`src/rtl/if_pkg.sv`:
```
// Shared types and constants for the instruction fetch unit.
package if_pkg;

    localparam int XLEN = 32;
    localparam logic [XLEN-1:0] NOP_INSTR = 32'h0000_0013;

    typedef enum logic [1:0] {
        BOOT   = 2'd0,
        FETCH  = 2'd1,
        HALTED = 2'd2
    } fetch_state_e;

    typedef struct packed {
        logic [XLEN-1:0] pc;
        logic [XLEN-1:0] instr;
    } fetch_entry_t;

    // Instruction addresses are always word aligned; low two bits are dropped.
    function automatic logic [XLEN-1:0] word_align(input logic [XLEN-1:0] a);
        return {a[XLEN-1:2], 2'b00};
    endfunction

endpackage

```
`src/rtl/if_prefetch_fifo.sv`:
```
// Prefetch FIFO holding fetched {pc, instr} pairs. Registered storage with
// wrap-around pointers; the head is visible the cycle after a push. When
// empty, the head output holds the last value that was presented.
module if_prefetch_fifo
    import if_pkg::*;
#(
    parameter int  DEPTH   = 2,
    parameter type entry_t = fetch_entry_t
) (
    input  logic                   clk,
    input  logic                   rst,
    input  logic                   push,
    input  entry_t                 push_data,
    input  logic                   pop,
    input  logic                   flush,
    output entry_t                 head,
    output logic [$clog2(DEPTH):0] count,
    output logic                   empty,
    output logic                   full
);

    localparam int AW = $clog2(DEPTH);
    localparam int CW = AW + 1;

    entry_t          mem [DEPTH];
    entry_t          hold_q;
    logic [AW-1:0]   wr_ptr;
    logic [AW-1:0]   rd_ptr;
    logic [CW-1:0]   count_d;
    logic            push_en;
    logic            pop_en;

    assign empty = (count == '0);
    assign full  = (count == CW'(DEPTH));

    // A flush discards everything, including any pop requested that cycle.
    assign pop_en  = pop && !empty && !flush;
    assign push_en = push && !flush && (!full || pop_en);

    // Occupancy update: flush clears, simultaneous push and pop leave it unchanged.
    always_comb begin
        count_d = count;
        if (flush) begin
            count_d = '0;
        end else if (push_en && !pop_en) begin
            count_d = count + 1'b1;
        end else if (!push_en && pop_en) begin
            count_d = count - 1'b1;
        end
    end

    // Pointers and occupancy register.
    always_ff @(posedge clk or posedge rst) begin
        if (rst) begin
            wr_ptr <= '0;
            rd_ptr <= '0;
            count  <= '0;
        end else begin
            count <= count_d;
            if (flush) begin
                wr_ptr <= '0;
                rd_ptr <= '0;
            end else begin
                if (push_en) wr_ptr <= wr_ptr + 1'b1;
                if (pop_en)  rd_ptr <= rd_ptr + 1'b1;
            end
        end
    end

    // Entry storage.
    always_ff @(posedge clk or posedge rst) begin
        if (rst) begin
            for (int i = 0; i < DEPTH; i++) mem[i] <= '0;
        end else if (push_en) begin
            mem[wr_ptr] <= push_data;
        end
    end

    // Remember the presented head so the outputs hold steady while empty.
    always_ff @(posedge clk or posedge rst) begin
        if (rst) begin
            hold_q <= '0;
        end else if (!empty) begin
            hold_q <= mem[rd_ptr];
        end
    end

    // Head selection: live entry when occupied, last presented entry otherwise.
    always_comb begin
        head = hold_q;
        if (!empty) head = mem[rd_ptr];
    end

endmodule

```
`src/rtl/inst_fetch_unit.sv`:
```
// Instruction fetch unit: owns the PC, drives the combinational instruction
// memory, buffers fetched words in a prefetch FIFO and hands them to decode
// over valid/ready. Accepts single-cycle redirects from execute.
//
// Handshake: decode takes the head entry on any rising edge where
// out_valid && out_ready; out_valid never depends on out_ready, and
// out_pc/out_instr stay stable while out_valid is high and not accepted.
module inst_fetch_unit
    import if_pkg::*;
#(
    parameter int              XLEN       = 32,
    parameter logic [XLEN-1:0] RESET_PC   = 32'h0000_0000,
    parameter int              FIFO_DEPTH = 2
) (
    input  logic                        clk,
    input  logic                        rst,
    output logic [XLEN-1:0]             imem_addr,
    output logic                        imem_req,
    input  logic [XLEN-1:0]             imem_rdata,
    input  logic                        redirect_valid,
    input  logic [XLEN-1:0]             redirect_pc,
    input  logic                        halt,
    output logic                        out_valid,
    input  logic                        out_ready,
    output logic [XLEN-1:0]             out_instr,
    output logic [XLEN-1:0]             out_pc,
    output logic [$clog2(FIFO_DEPTH):0] fifo_count,
    output fetch_state_e                dbg_state
);

    fetch_state_e state;
    fetch_state_e state_d;
    logic [XLEN-1:0] pc;
    logic            fifo_full;
    logic            fifo_empty;
    logic            space;
    logic            pop;
    logic            flush;
    fetch_entry_t    push_entry;
    fetch_entry_t    head_entry;

    // FSM state register.
    always_ff @(posedge clk or posedge rst) begin
        if (rst) state <= BOOT;
        else     state <= state_d;
    end

    // FSM next state: one idle BOOT cycle, then halt toggles FETCH/HALTED.
    always_comb begin
        state_d = state;
        case (state)
            BOOT:    state_d = FETCH;
            FETCH:   if (halt)  state_d = HALTED;
            HALTED:  if (!halt) state_d = FETCH;
            default: state_d = BOOT;
        endcase
    end

    // FSM outputs: a redirect suppresses the fetch and flushes the FIFO in any
    // state; a fetch is only issued when the FIFO can absorb it this edge.
    always_comb begin
        space    = !fifo_full || (out_valid && out_ready);
        flush    = redirect_valid;
        pop      = out_valid && out_ready && !redirect_valid;
        imem_req = 1'b0;
        if (state == FETCH && !redirect_valid) imem_req = space;
    end

    // PC register: redirect target wins, otherwise advance on each fetch.
    always_ff @(posedge clk or posedge rst) begin
        if (rst) begin
            pc <= RESET_PC;
        end else if (redirect_valid) begin
            pc <= word_align(redirect_pc);
        end else if (imem_req) begin
            pc <= pc + XLEN'(4);
        end
    end

    // Pair the current PC with the word returned by memory this cycle.
    always_comb begin
        push_entry       = '0;
        push_entry.pc    = pc;
        push_entry.instr = imem_rdata;
    end

    if_prefetch_fifo #(
        .DEPTH   (FIFO_DEPTH),
        .entry_t (fetch_entry_t)
    ) u_fifo (
        .clk       (clk),
        .rst       (rst),
        .push      (imem_req),
        .push_data (push_entry),
        .pop       (pop),
        .flush     (flush),
        .head      (head_entry),
        .count     (fifo_count),
        .empty     (fifo_empty),
        .full      (fifo_full)
    );

    assign imem_addr = pc;
    assign out_valid = !fifo_empty;
    assign out_pc    = head_entry.pc;
    assign out_instr = head_entry.instr;
    assign dbg_state = state;

endmodule

```
`config.mk`:
```
export PLATFORM = sky130hd
export DESIGN_NAME = inst_fetch_unit
export DESIGN_NICKNAME = d
export VERILOG_FILES = /design/src/rtl/if_pkg.sv /design/src/rtl/if_prefetch_fifo.sv /design/src/rtl/inst_fetch_unit.sv
export SDC_FILE = /design/constraint.sdc
export NUM_CORES = 1
export LEC_CHECK = 0
export BUFFER_PORTS_ARGS = -buffer_cell sky130_fd_sc_hd__buf_2
export CELL_PAD_IN_SITES_DETAIL_PLACEMENT = 0
export CELL_PAD_IN_SITES_GLOBAL_PLACEMENT = 1
export CORE_UTILIZATION = 42
export CTS_BUF_LIST = sky130_fd_sc_hd__clkbuf_4
export CTS_CLUSTER_SIZE = 14
export DETAILED_ROUTE_END_ITERATION = 10
export PLACE_DENSITY = 0.87
export SLEW_MARGIN = 5
export SYNTH_ARGS = -nofsm -noshare
export SYNTH_HDL_FRONTEND = slang
export SYNTH_SLANG_ARGS = --single-unit
```
`constraint.sdc`:
```
create_clock -name clk -period 6.6 [get_ports clk]
set_input_delay 0.66 -clock clk [delete_from_list [all_inputs] [get_ports clk]]
set_output_delay 0.66 -clock clk [all_outputs]
set_load 0.01 [all_outputs]
```
==> results of run 1 <==
[synth_stat cells (3+ instances only)]
cell type	number
or3_1	4
or4_1	13
buf_2	17
mux2_2	124
nor2_1	24
and3_1	3
nor4_1	4
nand4_1	10
mux2i_1	63
buf_1	5
o21ai_0	77
clkbuf_1	24
nand2_1	87
xor2_1	8
o31ai_1	14
a31oi_1	15
nand3_1	11
xnor2_1	4
dfrtp_1	224
inv_1	6
nor2b_1	4
[per-layer routing]
metal | wire, microns | GRT usage [%]
met4 | 365 | 7.000
met2 | 10100 | 29.98
met1 | 9818 | 25.98
met3 | 1033 | 4.168
met5 | 0 | 0
[layout by cell type (no fill, tap or decap), types with 8 or more instances in the layout]
master / n
mux2_2: 124
nand4_1: 10
buf_2: 166
xor2_1: 8
o31ai_1: 14
or4_1: 13
o21ai_0: 77
clkbuf_4: 94
nand3_1: 11
mux2i_1: 63
nor2_1: 23
dfrtp_1: 223
nand2_1: 87
a31oi_1: 15
[power groups by stage]
stage	Combinational, mW	Sequential (mW)	Clock (mW)
after floorplan	1.26	2.21	0
after global placement	1.79	2.27	0
after detailed placement	1.84	2.30	0
after CTS	1.85	2.27	1.24
after global routing	2.02	2.35	1.32
final	1.81	2.27	1.19
[final timing paths]
check | slack (ns) | end | startpoint | cells after the start
hold reg to reg | 0.48 | u_fifo.hold_q[32]$_DFF_PP0_ | u_fifo.hold_q[32]$_DFF_PP0_ | 1
max in group asynchronous | 4.93 | u_fifo.hold_q[0]$_DFF_PP0_ | rst | 3
setup reg to reg | 3.54 | u_fifo.mem[3]$_DFFE_PP0P_ | dbg_state[0]$_DFFE_PP0P_ | 5
hold / removal | 0.11 | imem_addr[20]$_DFFE_PP0N_ | rst | 2
min in group clk | 0.17 | imem_addr[3]$_DFFE_PP0N_ | redirect_pc[3] | 3
setup / recovery | 2.97 | out_pc[21] | u_fifo.count[0]$_DFFE_PP0P_ | 4
[area by class of cell]
cell class / count / area, sq um
clock buffer: 94 / 705.7
sequential: 224 / 5609
multi-input combinational: 507 / 3791
antenna: 1 / 2.502
fill: 2133 / 11150
tap: 285 / 356.6
timing repair buffer: 171 / 880.8
inverter: 6 / 26.28
clock inverter: 8 / 45.04
[registers in the layout, indices dropped and copies added, names as in the netlist]
signal and count:
dbg_state 2, imem_addr 30, u_fifo.count 2, u_fifo.hold_q 64
u_fifo.mem 124, u_fifo.rd_ptr 1, u_fifo.wr_ptr 1
[worst register-to-register path, delay by kind of cell, from the launching register on]
kind | cells | cell delay, ns
buffers and inverters | 1 | 0.74
flip-flops | 1 | 0.45
multiplexers | 1 | 0.47
AND/OR/NAND/NOR | 3 | 1.24
[cell families after synthesis]
logic type                 count (synthesis)
DFF                                      224
buffers and inverters                     56
and+or+nand+nor                          186
AOI/OAI and AO/OA                        119
xor gates and xnor gates                  12
other                                      1
adders and majority gates                  1
muxes                                    187
[metrics by stage]
stage                     hold slack, ns  util (%)  std cells  area (sq um)  power, mW
after floorplan                   0.4800         -        787          9638      3.477
after global placement            0.4618     47.25       1193         10660      4.060
after detailed placement          0.4613     47.25       1193         10660      4.143
after CTS                        0.04995     50.57       1295         11410      5.361
after global routing              0.1013     50.58       1296         11420      5.688
final                             0.1119     50.58       1296         11420      5.269
==> flow_summary_export.csv, run 1 <==
group,metric,value,unit
grt,grtUsageTotal,19.08,%
setup_path,crit_fanout,119,
synth,synth_area_per_cell,12.25,sq um
floorplan,ios,171,
timing,relSlewSlack,24.95,%
synth,synth_compound_area_share,7.081,%
clock_tree,clock_path_buffers,3,
pwr,peakVddDrop,273.9,uV
setup_path,cp_num_buf_inv,2,
clock_tree,clk_pin_slew,0.07,ns
clock_tree,cts_tree,"done",
synth,yosys.area_share.simple,9.744,%
placed_design,dp_slack,3.471,ns
synth,ys_ff_latch,224,
pwr,seqPwrFrac,43.1,%
pwr,power_frac_clock,22.6,%
pwr,p_sw,1.814,mW
synth,synth_warnings,0,
synth,ys.flop_type,"dfrtp_1",
clock_tree,cts_resized,0,
synth,postSynthCellCount,786,
timing,period_share,54.96,%
floorplan,die_area,23540,sq um
setup_path,worstPathArrival,2.97,ns
setup_path,worstSetupStartpointType,"register",
timing,rsz0062_at_grt,"no",
grt,grt_start_max_net_pins,192,
final_layout,layout-drive-gt1-share,40.40,%
synth,synthMuxAreaShare,21.05,%
synth,syn-cell-area,9630,sq um
final_layout,nNetsFinal,1039,
routing,first_pass_iters,4,
timing,hold_viol_final,0,
synth,ys_top_cells_by_area,"dfrtp_1, mux2_2, mux2i_1",
synth,synth_top_cell_area_share,58.20,%
timing,setup_viol,0,
setup_path,cp_slowest_cell,"buf_4",
setup_path,crit_path_end_kind,"output pin",
setup_path,cp.required,5.94,ns
timing,slew_violations,0,
placed_design,io_buffers,166,
setup_path,critPathKind,"reg -> out",
grt,overflow,0,
timing,fmax,0.2757,GHz
routing,drcViolationCount,0,
synth,synth_xor_xnor_area_share,1.091,%
pwr,leakage,5.088,nW
floorplan,start_util,42.67,%
timing,period_needed,3.628,ns
floorplan,core_area,22570,sq um
clock_tree,cts_buffers,59,
timing,finalClockSkew,0.06818,ns
floorplan,row_count,55,
routing,vias,6738,
setup_path,worst_path_dominant_cell_family,"buffers and inverters",
worst_hold_path,hold_class,"in -> async",
placed_design,routabilityCongestion,0.7735,
final_layout,syn_to_final_growth,18.55,%
pwr,p_sw_share,34.43,%
routing,vias_per_cell,5.199,
floorplan,dieHeight,153.4,microns
synth,yosysTopAreaCell,"dfrtp_1",
grt,grt_pass1_wl,36.13,mm
clock_tree,htreeDepth,2,
routing,drt_iter0_drc,344,
status,status,"complete, no violations",
pwr,p_int,3.455,mW
clock_tree,clk_latency,0.70,ns
timing,fin_ws,2.972,ns
timing,setup_tns,0,ns
setup_path,cp_cell_sequence,"nor2_4 > buf_4 > o21ai_0 > buf_2",
clock_tree,cts_hold_buf,0,
grt,first_global_vias,6950,
clock_tree,clockRootBuffer,"clkbuf_4",
placed_design,hpwlAfterDp,13.20,mm
synth,async_reset_ff_share,100.0,%
synth,synth_top_family_by_area,"multiplexers",
synth,synthDistinctLibCells,53,
setup_path,slowest_delay,0.85,ns
routing,antenna_left,0,
routing,post_drt_wl_per_cell,16.45,microns
floorplan,dieWidth,153.4,microns
pwr,p_per_area,461.5,nW/um^2
clock_tree,post_cts_buffers,0,
synth,synth-edff-count,0,
grt,antenna_found_initial,1,
timing,worstMarginPinSlew,1.126,ns
routing,wl,21.32,mm
synth,synthAdderAreaFrac,0.1299,%
pwr,power_frac_comb,34.3,%
clock_tree,cts_num_sinks,224,
synth,synth-seq-area-share,58.20,%
job,cap_violations,0,
Note: power is estimated with default switching activity, not from simulation.
==> run 2: changes to the inputs <==
--- a/config.mk
+++ b/config.mk
@@ -8,11 +8,11 @@
 export BUFFER_PORTS_ARGS = -buffer_cell sky130_fd_sc_hd__buf_2
 export CELL_PAD_IN_SITES_DETAIL_PLACEMENT = 0
 export CELL_PAD_IN_SITES_GLOBAL_PLACEMENT = 1
-export CORE_UTILIZATION = 42
+export CORE_UTILIZATION = 46
 export CTS_BUF_LIST = sky130_fd_sc_hd__clkbuf_4
 export CTS_CLUSTER_SIZE = 14
 export DETAILED_ROUTE_END_ITERATION = 10
-export PLACE_DENSITY = 0.87
+export PLACE_DENSITY = 0.9
 export SLEW_MARGIN = 5
 export SYNTH_ARGS = -nofsm -noshare
 export SYNTH_HDL_FRONTEND = slang
==> constraint.sdc (replaced) <==
create_clock -name clk -period 3.7 [get_ports clk]
set_input_delay 0.37 -clock clk [delete_from_list [all_inputs] [get_ports clk]]
set_output_delay 0.37 -clock clk [all_outputs]
set_load 0.01 [all_outputs]
==> run 2 against run 1 <==
Effect of this change: die area down 8.6%; clock-buffer cell count down 6; first-iteration DRC count down 21%; sequential power up 81%; core utilization up 8.8 points; combinational power up 81%; worst hold slack better by 0.18 ns; critical path depth unchanged.
==> flow_summary_export.csv, run 2 (synthesized netlist as in run 1, its figures left out) <==
group,metric,value,unit
final_layout,max_flop_register,"u_fifo.mem",
grt,grt_pass1_wl,35.78,mm
final_layout,layout-drive-gt1-share,37.65,%
routing,antenna_left,0,
pwr,leakage,5.375,nW
pwr,peakVddDrop,516.7,uV
clock_tree,cts_num_sinks,224,
floorplan,start_util,47.29,%
placed_design,hpwlAfterDp,13.42,mm
final_layout,syn_to_final_growth,25.57,%
clock_tree,cts_tree,"done",
final_layout,mostFrequentLayoutCells,"dfrtp_1, buf_2, mux2_2",
grt,overflow,0,
timing,setup_viol,0,
routing,first_pass_iters,4,
routing,vias,7006,
timing,period_needed,2.824,ns
placed_design,io_buffers,166,
floorplan,die_area,21520,sq um
grt,grtUsageTotal,20.82,%
final_layout,final_common_cell,"dfrtp_1",
setup_path,worstSetupStartpointType,"register",
final_layout,nNetsFinal,1106,
final_layout,fillers,1677,
clock_tree,clockRootBuffer,"clkbuf_4",
pwr,p_per_area,783.9,nW/um^2
pwr,p_sw,3.249,mW
floorplan,row_count,52,
floorplan,ios,171,
worst_hold_path,hold_class,"in -> reg",
timing,relSlewSlack,35.56,%
timing,hold_viol_final,0,
final_layout,design_area,12090,sq um
routing,vias_per_cell,5.209,
job,cap_violations,0,
timing,period_share,76.33,%
grt,first_global_vias,7038,
grt,grt_start_max_net_pins,118,
clock_tree,cts_resized,0,
routing,drcViolationCount,0,
floorplan,dieWidth,146.7,microns
setup_path,critPathKind,"reg -> out",
clock_tree,clk_latency,0.66,ns
timing,finalClockSkew,0.02931,ns
timing,setup_tns,0,ns
pwr,seqPwrFrac,43.4,%
pwr,power_frac_clock,22.0,%
setup_path,crit_fanout,39,
setup_path,cp.required,3.33,ns
clock_tree,clock_path_buffers,3,
placed_design,placed_cell_area,10710,sq um
pwr,p_sw_share,34.27,%
placed_design,routabilityCongestion,0.8035,
clock_tree,cts_buffers,59,
timing,fmax,0.3541,GHz
clock_tree,clk_pin_slew,0.06,ns
pwr,power_frac_comb,34.6,%
status,status,"complete, no violations",
timing,slew_violations,0,
grt,antenna_found_initial,1,
setup_path,crit_path_end_kind,"output pin",
routing,drt_iter0_drc,273,
floorplan,dieHeight,146.7,microns
routing,post_drt_wl_per_cell,16.17,microns
setup_path,worstPathArrival,2.45,ns
timing,worstMarginPinSlew,0.9655,ns
final_layout,largest_reg_flops,124,
timing,rsz0062_at_grt,"no",
floorplan,core_area,20360,sq um
pwr,p_int,6.231,mW
clock_tree,htreeDepth,2,
routing,wl,21.75,mm
## run 2: cell count changes in the layout (fill, tap and decap cells not counted), sizes merged
cell	delta
buf	+2
bufinv	+1
clkbuf	-6
clkinv	+1
clkinvlp	-1
diode	+1
dlygate4sd3	+65
inv	+1
## run 2: stage by stage
stage                     power (mW)  hold WS, ns  cells  setup slack [ns]  util [%]
after floorplan                6.202       0.4664    787            0.4060         -
after global placement         7.263       0.4597   1180             1.222     52.59
after detailed placement       7.425       0.4717   1180             1.160     52.59
after CTS                      9.608       0.2164   1343            0.8186     59.36
after global routing           10.19       0.2594   1345            0.6634     59.38
final                          9.480       0.2894   1345            0.8758     59.38
## run 2: worst paths after layout
path                                             start                           to  slack [ns]  cells past startpoint
setup reg to reg              dbg_state[0]$_DFFE_PP0P_    u_fifo.mem[7]$_DFFE_PP0P_        1.12                      5
hold reg to reg            u_fifo.hold_q[24]$_DFF_PP0_  u_fifo.hold_q[24]$_DFF_PP0_        0.48                      2
min in group asynchronous                          rst  u_fifo.hold_q[55]$_DFF_PP0_        0.40                      3
max in group asynchronous                          rst    u_fifo.rd_ptr$_DFFE_PP0P_        2.24                      4
setup / recovery             u_fifo.rd_ptr$_DFFE_PP0P_                out_instr[17]        0.88                      4
hold / removal                          redirect_valid    u_fifo.rd_ptr$_DFFE_PP0P_        0.29                      2
## run 2: power groups by stage
stage	clock, mW	combinational [mW]	sequential, mW
3_5_place_dp	0	3.27	4.16
3_3_place_gp	0	3.17	4.10
6_report	2.09	3.28	4.11
2_1_floorplan	0	2.26	3.95
5_1_grt	2.30	3.64	4.25
4_1_cts	2.16	3.33	4.11
## run 2: metal layers
metal / track usage (%) / up-vias / share of wire (%)
li1: - / 3352 / -
met3: 4.969 / 41 / 5.6
met1: 28.02 / 3398 / 46
met4: 7.240 / 0 / 1.9
met2: 33.03 / 215 / 46
met5: 0 / - / 0
## run 2: what timing repair did
item,in CTS,in global routing
hold buffers,65,0
hold endpoints to repair,127,0
buffers inserted,0,0
## run 2: critical path, stage by stage, from the launching register on
cell and delay (ns):
dfrtp_4 0.92, buf_12 0.30, mux2i_1 0.24, o21ai_0 0.13, buf_2 0.18
## run 2: area by class of cell
type	instances	area [sq um]	area share, %
Multi-Input combinational cell	507	3791	31.35
Timing Repair Buffer	238	1597	13.20
Inverter	6	26.28	0.2173
Clock inverter	10	66.31	0.5484
Clock buffer	88	660.6	5.463
Antenna cell	2	5.005	0.04139
Sequential cell	224	5609	46.38
Tap cell	270	337.8	2.794
==> run 3: changes to the inputs <==
==> constraint.sdc (replaced) <==
create_clock -name clk -period 2.8 [get_ports clk]
set_input_delay 0.28 -clock clk [delete_from_list [all_inputs] [get_ports clk]]
set_output_delay 0.28 -clock clk [all_outputs]
set_load 0.01 [all_outputs]
==> run 3 against run 2 <==
Effect of this change: power is 31% higher; largest power group unchanged; critical endpoint is now out_pc[16]; cell count is essentially flat; critical path type unchanged; die area unchanged; register-to-register slack lost 0.63 ns; first-iteration DRC count fell by 11%; largest cell class unchanged; wire length increased by 2.3%.
==> flow_summary_export.csv, run 3 (synthesized netlist as in run 1, its figures left out) <==
group,metric,value,unit
routing,route.layer.met1.wl,10.23,mm
setup_path,crit_fanout,14,
floorplan,die_area,21520,sq um
placed_design,routabilityCongestion,0.7809,
grt,grtUsageTotal,20.99,%
final_layout,largest_reg_flops,124,
routing,wl_met2,10.63,mm
setup_path,cp.required,2.52,ns
pwr,p_sw,4.300,mW
setup_path,cp_num_buf_inv,2,
final_layout,nNetsFinal,1112,
placed_design,hpwlAfterDp,14.11,mm
timing,slew_violations,0,
setup_path,critPathKind,"reg -> out",
pwr,p_sw_share,34.55,%
clock_tree,clock_path_buffers,3,
pwr,power_frac_clock,20.7,%
timing,setup_viol,0,
timing,fmax,0.4033,GHz
pwr,seqPwrFrac,43.3,%
clock_tree,clk_latency,0.65,ns
clock_tree,cts_tree,"done",
floorplan,ios,171,
floorplan,dieHeight,146.7,microns
final_layout,multi_input_area,3791,sq um
floorplan,start_util,47.29,%
timing,relSlewSlack,51.68,%
timing,worstMarginPinSlew,0.7232,ns
timing,hold_viol_final,0,
routing,drt_iter0_drc,244,
routing,top_layer,"met4",
routing,drcViolationCount,0,
clock_tree,cts_num_sinks,224,
floorplan,row_count,52,
pwr,p_per_area,1026,nW/um^2
timing,period_share,88.56,%
routing,wl,22.26,mm
setup_path,slowest_delay,0.65,ns
clock_tree,clk_pin_slew,0.07,ns
final_layout,layout-drive-gt1-share,37.86,%
job,cap_violations,0,
routing,post_drt_wl_per_cell,16.54,microns
setup_path,worstPathArrival,2.20,ns
routing,first_pass_iters,4,
timing,fin_ws,0.3202,ns
final_layout,syn_to_final_growth,25.89,%
placed_design,io_buffers,166,
routing,vias,7041,
timing,finalClockSkew,0.01773,ns
floorplan,core_area,20360,sq um
routing,vias_per_cell,5.231,
pwr,p_int,8.145,mW
status,status,"complete, no violations",
final_layout,mostFrequentLayoutCells,"dfrtp_1, buf_2, mux2_2",
setup_path,cp_cell_sequence,"buf_4 > mux2i_1 > o21ai_0 > buf_2",
pwr,power_frac_comb,36.0,%
final_layout,final_common_cell,"dfrtp_1",
grt,first_global_vias,7088,
floorplan,dieWidth,146.7,microns
placed_design,dp_slack,0.5030,ns
final_layout,fillers,1685,
routing,antenna_left,0,
placed_design,placed_cells,1187,
final_layout,stdcell_count,1346,
grt,overflow,0,
timing,rsz0062_at_grt,"no",
grt,grt_start_max_net_pins,106,
setup_path,cp_slowest_cell,"dfrtp_4",
setup_path,crit_path_end_kind,"output pin",
clock_tree,cts_buffers,57,
final_layout,regArea,5609,sq um
worst_hold_path,hold_class,"in -> reg",
routing,dr_wl_met3,1.080,mm
clock_tree,htreeDepth,2,
setup_path,worstSetupStartpointType,"register",
final_layout,max_flop_register,"u_fifo.mem",
timing,period_needed,2.480,ns
pwr,leakage,5.393,nW
setup_path,rrSetupSlack,0.49,ns
clock_tree,clockRootBuffer,"clkbuf_4",
pwr,peakVddDrop,406.0,uV
grt,grt_pass1_wl,36.27,mm
setup_path,worst_path_dominant_cell_family,"flip-flops",
grt,antenna_found_initial,1,
-- run 3: through the flow --
step	area (sq um)	utilization (%)	hold slack (ns)	total power, mW	setup TNS [ns]
finish	12120	59.54	0.09701	12.45	0
global route	12120	59.54	0.04849	13.38	0
CTS	12090	59.39	0.02763	12.59	0
detailed placement	10780	52.91	0.3747	9.887	0
global placement	10780	52.91	0.3645	9.648	0
floorplan	9638	-	0.3764	8.195	-90.50
-- run 3: routing by layer --
metal | track usage [%] | vias up
met2 | 33.44 | 197
met1 | 28.82 | 3457
met5 | 0 | -
li1 | - | 3356
met4 | 6.719 | 0
met3 | 4.317 | 31
-- run 3: tightest hold or removal path: cells and delay by family --
kind | cells | cell delay (ns)
buf+inv | 1 | 0.22
simple gates | 2 | 0.18
-- run 3: final timing paths --
check                                       startpoint                          end  cells after the start
min reg2reg                u_fifo.hold_q[32]$_DFF_PP0_  u_fifo.hold_q[32]$_DFF_PP0_                      1
max reg2reg                  imem_addr[11]$_DFFE_PP0N_    imem_addr[23]$_DFFE_PP0N_                      4
min                                     redirect_valid    imem_addr[20]$_DFFE_PP0N_                      3
max in group asynchronous                          rst  u_fifo.hold_q[31]$_DFF_PP0_                      4
max                          u_fifo.rd_ptr$_DFFE_PP0P_                   out_pc[16]                      4
min in group asynchronous                          rst   u_fifo.hold_q[3]$_DFF_PP0_                      3
-- run 3: timing repair --
item,CTS,global route
resized for setup,0,0
endpoints found under the setup margin,0,3
hold buffers,65,0
setup buffers,0,1
endpoints found under the hold margin,117,0
-- run 3: final cells by class --
type	count	share of cell area, %
Clock buffer	86	5.325
Timing Repair Buffer	246	13.93
Multi-Input combinational cell	507	31.27
Inverter	6	0.2167
Tap cell	270	2.786
Clock inverter	6	0.1858
Sequential cell	224	46.26
Antenna cell	1	0.02064
-- run 3: power groups by stage --
stage | clock network (mW) | registers [mW] | logic (mW)
after floorplan | 0 | 5.21 | 2.98
final | 2.58 | 5.39 | 4.48
after detailed placement | 0 | 5.47 | 4.41
after CTS | 2.68 | 5.41 | 4.49
after global placement | 0 | 5.39 | 4.26
after global routing | 2.86 | 5.57 | 4.96
